$ cat src/rtl/button_debouncer_pkg.sv
// Shared types and defaults for the push-button debouncer.
// State encodings are fixed so that bit 1 always equals the accepted level.
package button_debouncer_pkg;

  typedef enum logic [1:0] {
    ST_LOW    = 2'b00,
    ST_WAIT_H = 2'b01,
    ST_HIGH   = 2'b11,
    ST_WAIT_L = 2'b10
  } state_e;

  localparam int DEFAULT_DEBOUNCE_CYCLES = 5;
  localparam int DEFAULT_CNT_WIDTH       = 3;

  typedef struct packed {
    logic data;
    logic rise;
    logic fall;
  } out_s;

endpackage

$ cat src/rtl/button_debouncer_if.sv
// Button-side signal bundle: raw input in, clean level and edge pulses out.
// No handshake: button_in is a free-running level; outputs are registered levels/pulses.
interface button_debouncer_if;
  import button_debouncer_pkg::*;

  logic   button_in;
  logic   data_clean;
  logic   rise_pulse;
  logic   fall_pulse;
  state_e dbg_state;

  modport master (
    output button_in,
    input  data_clean,
    input  rise_pulse,
    input  fall_pulse,
    input  dbg_state
  );

  modport slave (
    input  button_in,
    output data_clean,
    output rise_pulse,
    output fall_pulse,
    output dbg_state
  );

endinterface

$ cat src/rtl/button_debouncer_sync_2ff.sv
// Two-flop synchronizer for the asynchronous button input; resets to 0.
module button_debouncer_sync_2ff (
  input  logic clock,
  input  logic reset_debouncer,
  input  logic d_i,
  output logic q_o
);

  logic s1_q;
  logic s2_q;

  always_ff @(posedge clock or posedge reset_debouncer) begin
    if (reset_debouncer) begin
      s1_q <= 1'b0;
      s2_q <= 1'b0;
    end else begin
      s1_q <= d_i;
      s2_q <= s1_q;
    end
  end

  assign q_o = s2_q;

endmodule

$ cat src/rtl/button_debouncer.sv
// Debounces one raw button into a registered level plus one-cycle rise/fall pulses.
// A new level is accepted after DEBOUNCE_CYCLES+1 consecutive equal synchronized samples.
module button_debouncer
  import button_debouncer_pkg::*;
#(
  parameter int DEBOUNCE_CYCLES = DEFAULT_DEBOUNCE_CYCLES,
  parameter int CNT_WIDTH       = DEFAULT_CNT_WIDTH
) (
  input  logic               clock,
  input  logic               reset_debouncer,
  button_debouncer_if.slave  bus
);

  localparam logic [CNT_WIDTH-1:0] CNT_LAST = CNT_WIDTH'(DEBOUNCE_CYCLES - 1);

  logic                 s2;
  state_e               state_q, state_d;
  logic [CNT_WIDTH-1:0] cnt_q, cnt_d;
  out_s                 out_q, out_d;

  button_debouncer_sync_2ff u_sync (
    .clock           (clock),
    .reset_debouncer (reset_debouncer),
    .d_i             (bus.button_in),
    .q_o             (s2)
  );

  always_ff @(posedge clock or posedge reset_debouncer) begin
    if (reset_debouncer) state_q <= ST_LOW;
    else                 state_q <= state_d;
  end

  always_ff @(posedge clock or posedge reset_debouncer) begin
    if (reset_debouncer) cnt_q <= '0;
    else                 cnt_q <= cnt_d;
  end

  always_ff @(posedge clock or posedge reset_debouncer) begin
    if (reset_debouncer) out_q <= '0;
    else                 out_q <= out_d;
  end

  // Pulses default low so each lasts exactly one cycle; the counter holds at
  // CNT_LAST on acceptance and is re-zeroed on the next WAIT entry.
  always_comb begin
    state_d     = state_q;
    cnt_d       = cnt_q;
    out_d.data  = out_q.data;
    out_d.rise  = 1'b0;
    out_d.fall  = 1'b0;
    case (state_q)
      ST_LOW: begin
        if (s2) begin
          state_d = ST_WAIT_H;
          cnt_d   = '0;
        end
      end
      ST_WAIT_H: begin
        if (!s2) begin
          state_d = ST_LOW;
          cnt_d   = '0;
        end else if (cnt_q == CNT_LAST) begin
          state_d    = ST_HIGH;
          out_d.data = 1'b1;
          out_d.rise = 1'b1;
        end else begin
          cnt_d = cnt_q + 1'b1;
        end
      end
      ST_HIGH: begin
        if (!s2) begin
          state_d = ST_WAIT_L;
          cnt_d   = '0;
        end
      end
      ST_WAIT_L: begin
        if (s2) begin
          state_d = ST_HIGH;
          cnt_d   = '0;
        end else if (cnt_q == CNT_LAST) begin
          state_d    = ST_LOW;
          out_d.data = 1'b0;
          out_d.fall = 1'b1;
        end else begin
          cnt_d = cnt_q + 1'b1;
        end
      end
      default: begin
        state_d = ST_LOW;
        cnt_d   = '0;
      end
    endcase
  end

  assign bus.data_clean = out_q.data;
  assign bus.rise_pulse = out_q.rise;
  assign bus.fall_pulse = out_q.fall;
  assign bus.dbg_state  = state_q;

endmodule
$ cat src/flat_wrapper.sv
// flat-port wrapper written by rule: the top's interface ports become plain ports
module button_debouncer_flat import button_debouncer_pkg::*;
#(
  parameter int DEBOUNCE_CYCLES = DEFAULT_DEBOUNCE_CYCLES,
  parameter int CNT_WIDTH       = DEFAULT_CNT_WIDTH
)
  (clock, reset_debouncer, bus_button_in, bus_data_clean, bus_rise_pulse, bus_fall_pulse, bus_dbg_state);
  button_debouncer_if bus_i ();
  input  logic clock;
  input  logic reset_debouncer;
  input wire logic [$bits(bus_i.button_in)-1:0] bus_button_in;
  output wire logic [$bits(bus_i.data_clean)-1:0] bus_data_clean;
  output wire logic [$bits(bus_i.rise_pulse)-1:0] bus_rise_pulse;
  output wire logic [$bits(bus_i.fall_pulse)-1:0] bus_fall_pulse;
  output wire logic [$bits(bus_i.dbg_state)-1:0] bus_dbg_state;
  assign bus_i.button_in = bus_button_in;
  assign bus_data_clean = bus_i.data_clean;
  assign bus_rise_pulse = bus_i.rise_pulse;
  assign bus_fall_pulse = bus_i.fall_pulse;
  assign bus_dbg_state = bus_i.dbg_state;
  button_debouncer #(.DEBOUNCE_CYCLES(DEBOUNCE_CYCLES), .CNT_WIDTH(CNT_WIDTH)) u_core (.clock(clock), .reset_debouncer(reset_debouncer), .bus(bus_i));
endmodule
$ cat config.mk
export PLATFORM = sky130hd
export DESIGN_NAME = button_debouncer_flat
export DESIGN_NICKNAME = d
export VERILOG_FILES = /design/src/rtl/button_debouncer_pkg.sv /design/src/rtl/button_debouncer_if.sv /design/src/rtl/button_debouncer_sync_2ff.sv /design/src/rtl/button_debouncer.sv /design/src/flat_wrapper.sv
export SDC_FILE = /design/constraint.sdc
export NUM_CORES = 1
export LEC_CHECK = 0
export ABC_AREA = 1
export BUFFER_PORTS_ARGS = -buffer_cell sky130_fd_sc_hd__buf_2
export CAP_MARGIN = 20
export CORE_AREA = 3 3 40 42
export DETAILED_ROUTE_END_ITERATION = 6
export DIE_AREA = 0 0 43 45
export GPL_TIMING_DRIVEN = 0
export PLACE_DENSITY = 0.73
export SKIP_CTS_REPAIR_TIMING = 1
export SLEW_MARGIN = 20
export SYNTH_ARGS = -nofsm -noshare
export SYNTH_HDL_FRONTEND = slang
export SYNTH_SLANG_ARGS = --single-unit
$ cat constraint.sdc
create_clock -name clock -period 1.96 [get_ports clock]
set_input_delay 0.294 -clock clock [delete_from_list [all_inputs] [get_ports clock]]
set_output_delay 0.294 -clock clock [all_outputs]
set_load 0.005 [all_outputs]
==> out/metrics.csv <==
metric,value,unit
worst_slew_pin_slew,0.3791,ns
synth.distinct_cells,13,
via_count,452,
post-place-ws,0.6614,ns
start_util,44.40,%
postSynthNetCount,81,
ir_worst_vdd,0.6086,mV
clock_latency,0.25,ns
dieArea,1935,µm²
synth_top_cell_by_area,sky130_fd_sc_hd__dfrtp_1,
synthesis.area_per_instance,8.036,µm²
cts_tree,yes,
timing.setup.critical_path_class,register to register,
synth.area.top_cells,"sky130_fd_sc_hd__dfrtp_1 (44%), sky130_fd_sc_hd__ha_1 (15%), sky130_fd_sc_hd__nand2_1 (14%), sky130_fd_sc_hd__inv_1 (7.9%), sky130_fd_sc_hd__nand2_2 (5.5%)",
clk_root_buffer_cell,sky130_fd_sc_hd__clkbuf_4,
cp-end-kind,register,
drt_pass1_iterations,4,
finalCritPeriodShare,67.16,%
path_max_fanout,5,
antenna_found_initial,0,
cp_data_arrival_time,1.46,ns
finalSetupTns,0,ns
path_delay_family,flip-flops,
via_count_of_the_first_global_routing_pass,400,
drt-vias-per-instance,4.708,
placed_area,624.3,µm²
groute.usage.overall,12.38,%
finalMaxSlewViolations,0,
placementRows,13,
syn-cell-area,570.5,µm²
path_clk_slew,0.06,ns
remaining_drcs,0,
place_inst,93,
grt_overflow,0,
clockBufferDepth,2,
fp.dieH,45,µm
grt_setup_unrepaired,no,
leakagePower,0.3687,nW
grt_start_max_net_pins,11,
clock_tree.htree_level_count,1,
most_used_cells_in_the_layout_excluding_fill_and_tap_cells,"sky130_fd_sc_hd__nand2_1 (21), sky130_fd_sc_hd__inv_1 (12), sky130_fd_sc_hd__dfrtp_1 (10), sky130_fd_sc_hd__ha_1 (7), sky130_fd_sc_hd__buf_2 (7)",
synth_seq_cells,10,
outcome,finished clean,
pwr_density_cell,1149,nW/µm²
drtIter0Drc,9,
globalRouteMet3Util,4.781,%
drt-wirelength-per-cell,9.552,µm
critical_path_buf_inv_count,1,
non_filler_instances,96,
relSlewSlack,74.70,%
critical_path_start_type,register,
horizontal_die_dimension,43,µm
hold_class,input port to asynchronous set/reset pin,
core_area,1285,µm²
area_growth,13.38,%
gp_congestion,0.7529,
post_route_standard_cell_area_excluding_fillers,646.9,µm²
final_common_cell,sky130_fd_sc_hd__nand2_1,
global_route.peak_usage_layer,met2,
worst_hold_slack,0.005359,ns
timing.rr.start,u_core.bus.dbg_state[0],
cpMaxStageDelayCell,sky130_fd_sc_hd__dfrtp_1,
yosys_warnings,0,
fmax,0.7597,GHz
groute.layer.met2.usage,17.96,%
postLayoutCoreUtil,50.34,%
ys_seq_area_share,43.86,%
layout-drive-gt1-share,20.99,%
crit_path_cell_trace,inv_1 > ha_1 > nand2_1 > o21ai_0 > nand3_1 > nand2_1,
synth_largest_type_area_fraction,43.86,%
diodes,0,
post-route-worst-setup-slack,0.6437,ns
clock-sinks,10,
drtAntennaViolNets,0,
global_routing_usage_on_met1,14.96,%
cp-startpoint,u_core.bus.dbg_state[0],
finalHoldViolations,0,
skew,0.001294,ns
fillCellCount,127,
finalWorstPathRequiredPeriod,1.316,ns
routed_wl,917,µm
cts-buffers-inserted,3,
grt_first_pass_wirelength,1690,µm
critPathMaxStageDelay,0.41,ns
hpwl,749.9,µm
place.port_buffers,7,
power.total,0.7431,mW
critical_path_required,2.11,ns
critical_path.most_common_cell,sky130_fd_sc_hd__nand2_1,
design.final.nets,93,
netlist_instances,71,
pin_count,8,
timing.final.setup_violations,0,
cap_viol_max_count,0,
==> sequential cells by signal, indices dropped and copies added, names as in the netlist <==
signal                 count
u_core.u_sync.q_o          1
u_core.cnt_q               3
u_core.u_sync.s1_q         1
u_core.bus.fall_pulse      1
u_core.bus.data_clean      1
u_core.bus.rise_pulse      1
u_core.bus.dbg_state       2
==> metal layers <==
metal	vias to the layer above	routed length (µm)	share of wire, %
met2	15	411	45
met3	4	75	8.2
li1	237	-	-
met4	0	26	2.8
met5	-	0	0
met1	196	404	44
==> synth_stat cells <==
master                    count
sky130_fd_sc_hd__nand2_1     21
sky130_fd_sc_hd__inv_1       12
sky130_fd_sc_hd__dfrtp_1     10
sky130_fd_sc_hd__ha_1         7
sky130_fd_sc_hd__nor2_1       6
sky130_fd_sc_hd__nand2_2      5
sky130_fd_sc_hd__nand3_1      3
sky130_fd_sc_hd__o21ai_0      2
sky130_fd_sc_hd__a21oi_1      1
sky130_fd_sc_hd__inv_2        1
sky130_fd_sc_hd__nand3_2      1
sky130_fd_sc_hd__nand4_1      1
sky130_fd_sc_hd__nor3_1       1
==> cell families after synthesis <==
kind of cell,after synthesis,share of synthesized area (%)
simple gates,38,29.60
buf+inv,13,8.551
flops,10,43.86
fa+ha+maj,7,15.35
compound gates,3,2.631
==> final cells by class <==
type | instances | area, µm² | area share, %
Multi-Input combinational cell | 48 | 271.5 | 41.97
Sequential cell | 10 | 250.2 | 38.68
Inverter | 13 | 48.80 | 7.544
Timing Repair Buffer | 7 | 35.03 | 5.416
Clock buffer | 3 | 22.52 | 3.482
Tap cell | 15 | 18.77 | 2.901
==> power breakdown <==
part | switching (mW) | internal [mW] | leakage [nW] | total, mW
Sequential | 0.0342 | 0.246 | 0.131 | 0.280
Clock | 0.0574 | 0.0702 | 0.0138 | 0.128
Combinational | 0.205 | 0.130 | 0.224 | 0.335
Total | 0.297 | 0.446 | 0.369 | 0.743
==> path summary, 6_finish.rpt <==
check	to	slack, ns	cells past startpoint
max in group asynchronous	u_core.bus.dbg_state[1]	1.68	2
max	u_core.bus.dbg_state[0]	0.64	6
min	u_core.cnt_q[1]	0.005	2
max reg2reg	u_core.bus.dbg_state[0]	0.64	6
min in group clock	u_core.u_sync.s1_q	0.15	1
min reg2reg	u_core.u_sync.q_o	0.35	0
(Power assumes the default switching activity.)
